--- src/rtl/mem_arbiter_pkg.sv ---
// Shared types for the fetch/LSU memory arbiter: request payload, response word,
// arbiter state and owner encodings.
package mem_arbiter_pkg;

  typedef struct packed {
    logic [31:0] a;
    logic        we;
    logic [3:0]  be;
    logic [31:0] d;
  } mem_req_t;

  typedef logic [31:0] mtrans_t;

  localparam int unsigned REQ_W  = $bits(mem_req_t);
  localparam int unsigned RESP_W = $bits(mtrans_t);

  typedef enum logic [1:0] {
    ARB_IDLE,
    ARB_REQ,
    ARB_RESP
  } arb_state_t;

  typedef enum logic {
    OWNER_IF,
    OWNER_LS
  } arb_owner_t;

endpackage

--- src/rtl/mem_arbiter_if.sv ---
// Decoupled valid/ready channel carrying a W-bit payload.
interface mem_arbiter_if #(
  parameter int unsigned W = 32
);
  logic         valid;
  logic         ready;
  logic [W-1:0] data;

  modport master (output valid, output data, input ready);
  modport slave  (input valid, input data, output ready);
endinterface

--- src/rtl/mem_arbiter_arb_pick.sv ---
// Combinational grant selection between fetch and LSU, with starvation override.
module arb_pick
  import mem_arbiter_pkg::*;
#(
  parameter bit LSU_PRIO = 1'b1
) (
  input  logic       if_valid,
  input  logic       ls_valid,
  input  logic       starve_max,
  output logic       any_valid,
  output arb_owner_t grant,
  output logic       starve_inc
);

  logic pref_v;
  logic other_v;
  logic take_pref;

  always_comb begin
    pref_v    = LSU_PRIO ? ls_valid : if_valid;
    other_v   = LSU_PRIO ? if_valid : ls_valid;
    any_valid = if_valid | ls_valid;
    // the preferred side yields only when both want the bus and the cap is hit
    take_pref  = pref_v && !(other_v && starve_max);
    starve_inc = take_pref && other_v;
    if (take_pref == LSU_PRIO) grant = OWNER_LS;
    else                       grant = OWNER_IF;
  end

endmodule

--- src/rtl/mem_arbiter.sv ---
// Shares the memory bus between fetch and LSU; one transaction outstanding,
// request held on the bus until accepted, response routed back to the owner.
module mem_arbiter
  import mem_arbiter_pkg::*;
#(
  parameter bit          LSU_PRIO   = 1'b1,
  parameter int unsigned MAX_STARVE = 4
) (
  input  logic          clk,
  input  logic          rst,
  mem_arbiter_if.slave  if_req,
  mem_arbiter_if.master if_resp,
  mem_arbiter_if.slave  ls_req,
  mem_arbiter_if.master ls_resp,
  mem_arbiter_if.master bus_req,
  mem_arbiter_if.slave  bus_resp,
  output logic          busy
);

  localparam logic [3:0] STARVE_MAX = 4'(MAX_STARVE);

  arb_state_t state_q, state_d;
  arb_owner_t owner_q, owner_d;
  logic [3:0] starve_q, starve_d;

  logic       any_valid;
  logic       starve_inc;
  logic       starve_max;
  logic       resp_rdy;
  arb_owner_t grant;

  always_comb starve_max = (starve_q == STARVE_MAX);

  arb_pick #(.LSU_PRIO(LSU_PRIO)) u_pick (
    .if_valid   (if_req.valid),
    .ls_valid   (ls_req.valid),
    .starve_max (starve_max),
    .any_valid  (any_valid),
    .grant      (grant),
    .starve_inc (starve_inc)
  );

  always_ff @(posedge clk or posedge rst) begin
    if (rst) begin
      state_q  <= ARB_IDLE;
      owner_q  <= OWNER_IF;
      starve_q <= '0;
    end else begin
      state_q  <= state_d;
      owner_q  <= owner_d;
      starve_q <= starve_d;
    end
  end

  always_comb begin
    resp_rdy = (owner_q == OWNER_LS) ? ls_resp.ready : if_resp.ready;
    state_d  = state_q;
    owner_d  = owner_q;
    starve_d = starve_q;
    unique case (state_q)
      ARB_IDLE: begin
        if (any_valid) begin
          state_d = ARB_REQ;
          owner_d = grant;
          if (!starve_inc)                 starve_d = '0;
          else if (starve_q < STARVE_MAX)  starve_d = starve_q + 4'd1;
        end
      end
      ARB_REQ:  if (bus_req.ready) state_d = ARB_RESP;
      ARB_RESP: if (bus_resp.valid && resp_rdy) state_d = ARB_IDLE;
      default:  state_d = ARB_IDLE;
    endcase
  end

  always_comb begin
    bus_req.valid  = 1'b0;
    bus_req.data   = '0;
    if_req.ready   = 1'b0;
    ls_req.ready   = 1'b0;
    if_resp.valid  = 1'b0;
    if_resp.data   = '0;
    ls_resp.valid  = 1'b0;
    ls_resp.data   = '0;
    bus_resp.ready = 1'b0;
    busy           = (state_q != ARB_IDLE);
    unique case (state_q)
      ARB_REQ: begin
        bus_req.valid = 1'b1;
        if (owner_q == OWNER_LS) begin
          bus_req.data = ls_req.data;
          ls_req.ready = bus_req.ready;
        end else begin
          bus_req.data = if_req.data;
          if_req.ready = bus_req.ready;
        end
      end
      ARB_RESP: begin
        bus_resp.ready = resp_rdy;
        if (owner_q == OWNER_LS) begin
          ls_resp.valid = bus_resp.valid;
          ls_resp.data  = bus_resp.data;
        end else begin
          if_resp.valid = bus_resp.valid;
          if_resp.data  = bus_resp.data;
        end
      end
      default: ;
    endcase
  end

endmodule

--- src/flat_wrapper.sv ---
// flat-port wrapper written by rule: the top's interface ports become plain ports
module mem_arbiter_flat import mem_arbiter_pkg::*;
#(
  parameter bit          LSU_PRIO   = 1'b1,
  parameter int unsigned MAX_STARVE = 4
)
  (clk, rst, busy, if_req_valid, if_req_data, if_req_ready, if_resp_valid, if_resp_data, if_resp_ready, ls_req_valid, ls_req_data, ls_req_ready, ls_resp_valid, ls_resp_data, ls_resp_ready, bus_req_valid, bus_req_data, bus_req_ready, bus_resp_valid, bus_resp_data, bus_resp_ready);
  mem_arbiter_if #(.W(REQ_W)) if_req_i ();
  mem_arbiter_if #(.W(RESP_W)) if_resp_i ();
  mem_arbiter_if #(.W(REQ_W)) ls_req_i ();
  mem_arbiter_if #(.W(RESP_W)) ls_resp_i ();
  mem_arbiter_if #(.W(REQ_W)) bus_req_i ();
  mem_arbiter_if #(.W(RESP_W)) bus_resp_i ();
  input  logic clk;
  input  logic rst;
  output logic busy;
  input wire logic [$bits(if_req_i.valid)-1:0] if_req_valid;
  input wire logic [$bits(if_req_i.data)-1:0] if_req_data;
  output wire logic [$bits(if_req_i.ready)-1:0] if_req_ready;
  output wire logic [$bits(if_resp_i.valid)-1:0] if_resp_valid;
  output wire logic [$bits(if_resp_i.data)-1:0] if_resp_data;
  input wire logic [$bits(if_resp_i.ready)-1:0] if_resp_ready;
  input wire logic [$bits(ls_req_i.valid)-1:0] ls_req_valid;
  input wire logic [$bits(ls_req_i.data)-1:0] ls_req_data;
  output wire logic [$bits(ls_req_i.ready)-1:0] ls_req_ready;
  output wire logic [$bits(ls_resp_i.valid)-1:0] ls_resp_valid;
  output wire logic [$bits(ls_resp_i.data)-1:0] ls_resp_data;
  input wire logic [$bits(ls_resp_i.ready)-1:0] ls_resp_ready;
  output wire logic [$bits(bus_req_i.valid)-1:0] bus_req_valid;
  output wire logic [$bits(bus_req_i.data)-1:0] bus_req_data;
  input wire logic [$bits(bus_req_i.ready)-1:0] bus_req_ready;
  input wire logic [$bits(bus_resp_i.valid)-1:0] bus_resp_valid;
  input wire logic [$bits(bus_resp_i.data)-1:0] bus_resp_data;
  output wire logic [$bits(bus_resp_i.ready)-1:0] bus_resp_ready;
  assign if_req_i.valid = if_req_valid;
  assign if_req_i.data = if_req_data;
  assign if_req_ready = if_req_i.ready;
  assign if_resp_valid = if_resp_i.valid;
  assign if_resp_data = if_resp_i.data;
  assign if_resp_i.ready = if_resp_ready;
  assign ls_req_i.valid = ls_req_valid;
  assign ls_req_i.data = ls_req_data;
  assign ls_req_ready = ls_req_i.ready;
  assign ls_resp_valid = ls_resp_i.valid;
  assign ls_resp_data = ls_resp_i.data;
  assign ls_resp_i.ready = ls_resp_ready;
  assign bus_req_valid = bus_req_i.valid;
  assign bus_req_data = bus_req_i.data;
  assign bus_req_i.ready = bus_req_ready;
  assign bus_resp_i.valid = bus_resp_valid;
  assign bus_resp_i.data = bus_resp_data;
  assign bus_resp_ready = bus_resp_i.ready;
  mem_arbiter #(.LSU_PRIO(LSU_PRIO), .MAX_STARVE(MAX_STARVE)) u_core (.clk(clk), .rst(rst), .if_req(if_req_i), .if_resp(if_resp_i), .ls_req(ls_req_i), .ls_resp(ls_resp_i), .bus_req(bus_req_i), .bus_resp(bus_resp_i), .busy(busy));
endmodule
--- config.mk ---
export PLATFORM = sky130hd
export DESIGN_NAME = mem_arbiter_flat
export DESIGN_NICKNAME = d
export VERILOG_FILES = /design/src/rtl/mem_arbiter_pkg.sv /design/src/rtl/mem_arbiter_if.sv /design/src/rtl/mem_arbiter_arb_pick.sv /design/src/rtl/mem_arbiter.sv /design/src/flat_wrapper.sv
export SDC_FILE = /design/constraint.sdc
export NUM_CORES = 1
export LEC_CHECK = 0
export BUFFER_PORTS_ARGS = -buffer_cell sky130_fd_sc_hd__buf_2
export CORE_AREA = 2 2 124 126
export CTS_CLUSTER_SIZE = 8
export DETAILED_ROUTE_END_ITERATION = 8
export DIE_AREA = 0 0 126 128
export MAX_ROUTING_LAYER = met4
export SLEW_MARGIN = 20
export SYNTH_ARGS = -nofsm -noshare
export SYNTH_HDL_FRONTEND = slang
export SYNTH_HIERARCHICAL = 1
export SYNTH_SLANG_ARGS = --single-unit
--- constraint.sdc ---
create_clock -name clk -period 4.5 [get_ports clk]
set_input_delay 0.225 -clock clk [delete_from_list [all_inputs] [get_ports clk]]
set_output_delay 0.225 -clock clk [all_outputs]
set_load 0.005 [all_outputs]
======== Yosys cells after proc, flatten, opt, wreduce, memory -nomap -nowiden ========
Cells that the tools add are included.
word-level totals
  bits in registers ....................... 7
  output and inout bits ................... 140
  logic and storage cells ................. 47
operators by class
  add/subtract/negate cells ............... 1
  mux-type cells .......................... 24
  bitwise operators ....................... 1
  reductions and logical operators ........ 10
  eq/ne operators ......................... 7
  $lt $le $gt $ge ......................... 1
operators by type and width
  cell                                                 count
  2-to-1 mux 69 bit                                    2
  2-to-1 mux 32 bit                                    4
  2-to-1 mux 1 bit                                     12
  2-to-1 mux 4 bit                                     2
  2-to-1 mux 2 bit                                     3
  case mux 2 bit (3 select lines)                      1
  AND reduction 3 bit                                  2
  adder 4 x 1 -> 4 bit (second input constant)         1
  == test 4 x 3 -> 1 bit (second input constant)       1
  logical AND 1 bit                                    4
  < comparator 4 x 3 -> 1 bit (second input constant)  1
  != test 2 x 1 -> 1 bit (second input constant)       2
  != test 2 bit (second input constant)                2
  == test 2 x 1 -> 1 bit (second input constant)       1
  == test 2 bit (second input constant)                1
  zero test 2 bit                                      1
  AND reduction 2 bit                                  1
  nonzero test 2 bit                                   1
  zero test 1 bit                                      1
  OR 1 bit                                             1

======== Longest topological paths before layout ========
  depth after elaboration ................. 7
  mapped depth ............................ 7

======== Modules after synthesis ========
The synthesis kept the hierarchy.
modules (own cells, without submodules)
  module       area an instance (um^2)  cells each  sequential area each (um^2)  instances
  mem_arbiter  1994.4                   270         175.2                        1
  arb_pick     23.8                     3           0.0                          1

======== Worst setup path after synthesis ========
OpenSTA, ideal clock, no wires.
  kind .................................... register to register
  from .................................... register u_core.starve_q[0]
  to ...................................... register u_core.starve_q[1]
  arrival ................................. 1.307 ns
  clock period less this slack ............ 1.427 ns
  setup time .............................. 0.120 ns
  path buffers ............................ 0
  stages on the path, launching flop included .. 8
  path slack .............................. 3.073 ns
  cells stage by stage .................... dfrtp_1 -> inv_1 -> ha_1 -> and3_1 -> and3b_2 -> o21ai_0 -> a21oi_1 -> a41o_1
on the way
  longest elaborated chain between the ends .. 7
  elaborated cells between the ends (all ways) .. 11
  classes of those cells .................. add/sub (1); order compare (1); eq/ne (2); mux (2); reduce/logical (5)
RTL lines
  element                               line                        source
  start, declared                       mem_arbiter.sv:24           logic [3:0] starve_q, starve_d;
  start signal, assigned                mem_arbiter.sv:51           starve_q <= starve_d;
  == test 4 x 3 -> 1 bit *              mem_arbiter.sv:32           always_comb starve_max = (starve_q == STARVE_MAX);
  net u_core.starve_max                 mem_arbiter.sv:28           logic starve_max;
  logical AND 1 bit *                   mem_arbiter_arb_pick.sv:24  take_pref = pref_v && !(other_v && starve_max);
  zero test 1 bit *                     mem_arbiter_arb_pick.sv:24
  logical AND 1 bit *                   mem_arbiter_arb_pick.sv:24
  logical AND 1 bit *                   mem_arbiter_arb_pick.sv:25  starve_inc = take_pref && other_v;
  net u_core.starve_inc                 mem_arbiter.sv:27           logic starve_inc;
  != test 2 bit (no source line)        n/a
  AND reduction 3 bit (no source line)  n/a
Mark *: on every way through the listed nets, which the timed path passes. The rest lies on a longest branch. The select of a mux whose other input is x is not followed.
A chain may end at the register's enable or synchronous reset.

======== Worst setup path in the final report ========
  from .................................... register u_core.owner_q
  to ...................................... output port bus_req_data[10]
on the way
  longest elaborated chain between the ends .. 2
RTL lines
  element                 line                source
  start, declared         mem_arbiter.sv:23   arb_owner_t owner_q, owner_d;
  start signal, assigned  mem_arbiter.sv:50   owner_q <= owner_d;
  2-to-1 mux 69 bit       mem_arbiter.sv:89   if (owner_q == OWNER_LS) begin
  2-to-1 mux 69 bit       mem_arbiter.sv:86   unique case (state_q)
  end, declared           flat_wrapper.sv:30  output wire logic [$bits(bus_req_i.data)-1:0] bus_req_data;
No other way between the ends.

==> summary.md <==
| Metric | Value |
|---|---|
| CTS tree | `built` |
| Synth Cell Area | `roughly 0.002 mm²` |
| Wire length on met2 | `4400 µm` |
| Cell count after synthesis | `~270` |
| Total Wirelength | `~8600 µm` |
| Upper clock frequency limit | `between 300 and 400 MHz` |
| Die area | `0.0161 mm²` |
| Initial antenna violation count | `0` |
| DRC | `0` |
| Core Area | `about 0.015 mm²` |
| Yosys warns | `6` |
| DR vias/cell | `about 3.8` |
| Fin crit share | `55.8%` |
| Bufs on Longest Clock Path | `2` |
| Root Buffer | `clkbuf_16` |
| Synth Area in XOR/XNOR | `0%` |
| Row count | `45` |
| # setup viols final | `0` |
| Adder-cell share of the synthesized area | `~1.2%` |
| Crit-path max cell delay | `850 ps` |
| Synth top area share | `between 30% and 40%` |
| Design Power | `0.00147 W` |
| Die Y | `128 µm` |
| First drt pass iteration count | `4` |
| DR WL met3 | `834 µm` |
| Startpoint types | `flop` |
| Synth area leaders | `mux2i_1 35%, and2_1 20%, nor2_1 14%, dfrtp_1 8.7%, buf_6 7.8%` |
| Fin nets | `between 700 and 800` |
| Max FO, Critical Path | `38` |
| Initial drt markers | `46` |
| Worst-Margin Slew | `between 700 and 800 ps` |
| Syn Area/Cell | `between 7 and 8 µm²` |
| Sequential share of the synthesized area | `between 8 and 9%` |
| PwrDens | `~400 mW/mm²` |
| Compound-Gate Fraction of Synth Area | `3.04%` |
| Critical-path cell list | `buf_4 > mux2i_1 > nor2_1 > buf_2` |
| Post-DP Area | `around 0.0036 mm²` |
| Hold Violations, Final | `0` |
| DR WL/cell | `11.2 µm` |
| CTS H-tree lvls | `1` |
| Setup bufs post-CTS | `0` |
| Via count | `2935` |
| Lkg Pwr | `roughly 2.4 nW` |
| Leading area contributor after synthesis | `mux2i_1` |
| Min Tclk post-route | `between 2000 and 3000 ps` |
| Clock net sink count | `7` |
| Top cells by count, synth | `76 x nor2_1, 70 x mux2i_1, 66 x and2_1, 14 x buf_6, 7 x dfrtp_1` |
| Grt total ovfl | `0` |
| Syn_nets | `around 450` |
| Synth async-reset ratio | `100%` |
| Design Area, Final | `between 0.003 and 0.004 mm²` |
| Setup Skew | `1.50 ps` |
| Setup TNS Final | `0 ps` |
| Ports placed on the boundary | `between 300 and 400` |
| Arrival time worst endpoint | `approximately 2300 ps` |
| Max-cap violations | `0` |
| RSZ-0062 raised after global routing | `no` |
| Layout area overhead | `84.9%` |
| Status | `finished, final reports clean` |
| DP HPWL | `around 7300 µm` |
| First-pass GRT wire length | `between 10000 and 15000 µm` |
| Largest net degree at the start of global routing | `39` |
| WP buf/inv | `2` |
| Top_reg_cell synth | `dfrtp_1` |
| GRT Util Overall | `under 10%` |
| FF+latch count, synth | `7` |
| Fillers | `~1700` |
| DR top layer | `met4` |
| IO Port Bufs | `approximately 320` |
| Mux cell area share after synthesis | `around a third` |
| Proportion of layout cells with a drive suffix above 1 | `57.7%` |
| Largest family of logic cells by synthesized area | `simple AND/OR/NAND/NOR gates` |
| Starting Density | `13.6%` |
| Synth cell types | `29` |
| CP Capture Type | `output port` |
| Gpl congestion | `approximately 0.82` |
| Synth Area in Simple Gates | `about two fifths` |
| WL met1 | `3300 µm` |
| Worst path top cell family by delay | `flip-flops` |
| Chip Width | `around 130 µm` |
| Setup slack at placement | `~2200 ps` |
| Slowest CP cell | `dfrtp_4` |
| Most frequent cell after synthesis | `nor2_1` |
| Slew HR | `a little over 50%` |
| Clk pin slew, worst setup/hold paths | `roughly 40 ps` |
| CP required | `~4300 ps` |
| Max IR drop VDD | `approximately 120 µV` |
| Worst-Skew Late Latency | `230 ps` |
| Vias in the first global route | `between 2000 and 3000` |
| Post-synth EDFFs | `0` |
| CTS buffer count | `3` |
| Max Slew Vio Count | `0` |
| PnR worst setup slack | `roughly 2000 ps` |
| Hold crit path type | `input pin to flop` |
| Routed Antenna Nets | `0` |
| Number of inserted diodes | `0` |
| CP Class | `flop to output port` |
-- placed cells by master (no fill, tap or decap), types with 2 or more instances in the layout --
master / n
buf_2: 317
nor2_1: 76
mux2i_1: 70
and2_1: 66
dfrtp_1: 6
inv_1: 4
o21ai_0: 4
clkbuf_16: 3
inv_2: 2
nand2_1: 2
nor2_4: 2
ha_1: 2
buf_4: 2
-- registers in the layout, summed over array words and instances (netlist names) --
register,flops
u_core/owner_q,1
u_core/starve_q,4
u_core/state_q,2
-- cell families (layout without fill, tap and decap cells) --
group | count (synthesis) | count (layout)
adders and majority gates | 2 | 2
AOI/OAI and AO/OA | 10 | 10
buffers and inverters | 28 | 330
DFF | 7 | 7
and+or+nand+nor | 156 | 156
muxes | 70 | 70
-- stage by stage --
stage | hold WS [ps] | cells | utilization (%)
after floorplan | 28.4 | 273 | -
after global placement | 170 | 758 | 24.5
after detailed placement | 176 | 758 | 24.5
after CTS | 194 | 763 | 25.1
after global routing | 216 | 763 | 25.1
final | 195 | 763 | 25.1
-- worst paths after layout --
check / start / to / slack [ps] / depth (start not counted)
max: u_core/owner_q / bus_req_data[10] / 1990 / 4
min: bus_req_ready / u_core/state_q[0] / 200 / 2
max reg2reg: u_core/state_q[1] / u_core/state_q[1] / 2930 / 4
min reg2reg: u_core/starve_q[0] / u_core/starve_q[0] / 510 / 1
max in group asynchronous: rst / u_core/owner_q / 3770 / 3
min in group asynchronous: rst / u_core/starve_q[2] / 480 / 3
-- power by group --
| group | internal [W] | total, W | switching, W |
|---|---|---|---|
| Combinational | 0.000577 | 0.00113 | 0.000556 |
| Sequential | 0.0000860 | 0.000191 | 0.000105 |
| Clock | 0.000118 | 0.000151 | 0.0000336 |
| Total | 0.000781 | 0.00147 | 0.000694 |
-- metal layers --
layer,track usage (%),vias up
li1,-,1492
met1,10.6,1246
met2,17.3,192
met3,1.29,5
met4,1.42,0
met5,-,-
-- timing repair --
action	in CTS	in global routing
hold buffers	1	0
endpoints found under the hold margin	7	0
gates resized for setup	0	0
setup endpoints to repair	0	0
-- final cells by class --
type	instances	area (µm²)	share of cell area (%)
timing repair buffer	320	1610	43.2
inverter	6	22.5	0.603
sequential	7	179	4.79
multi-input combinational	238	1610	43.0
tap	188	235	6.30
clock buffer	4	78.8	2.11
No activity file was read; power rests on OpenSTA's default activity.
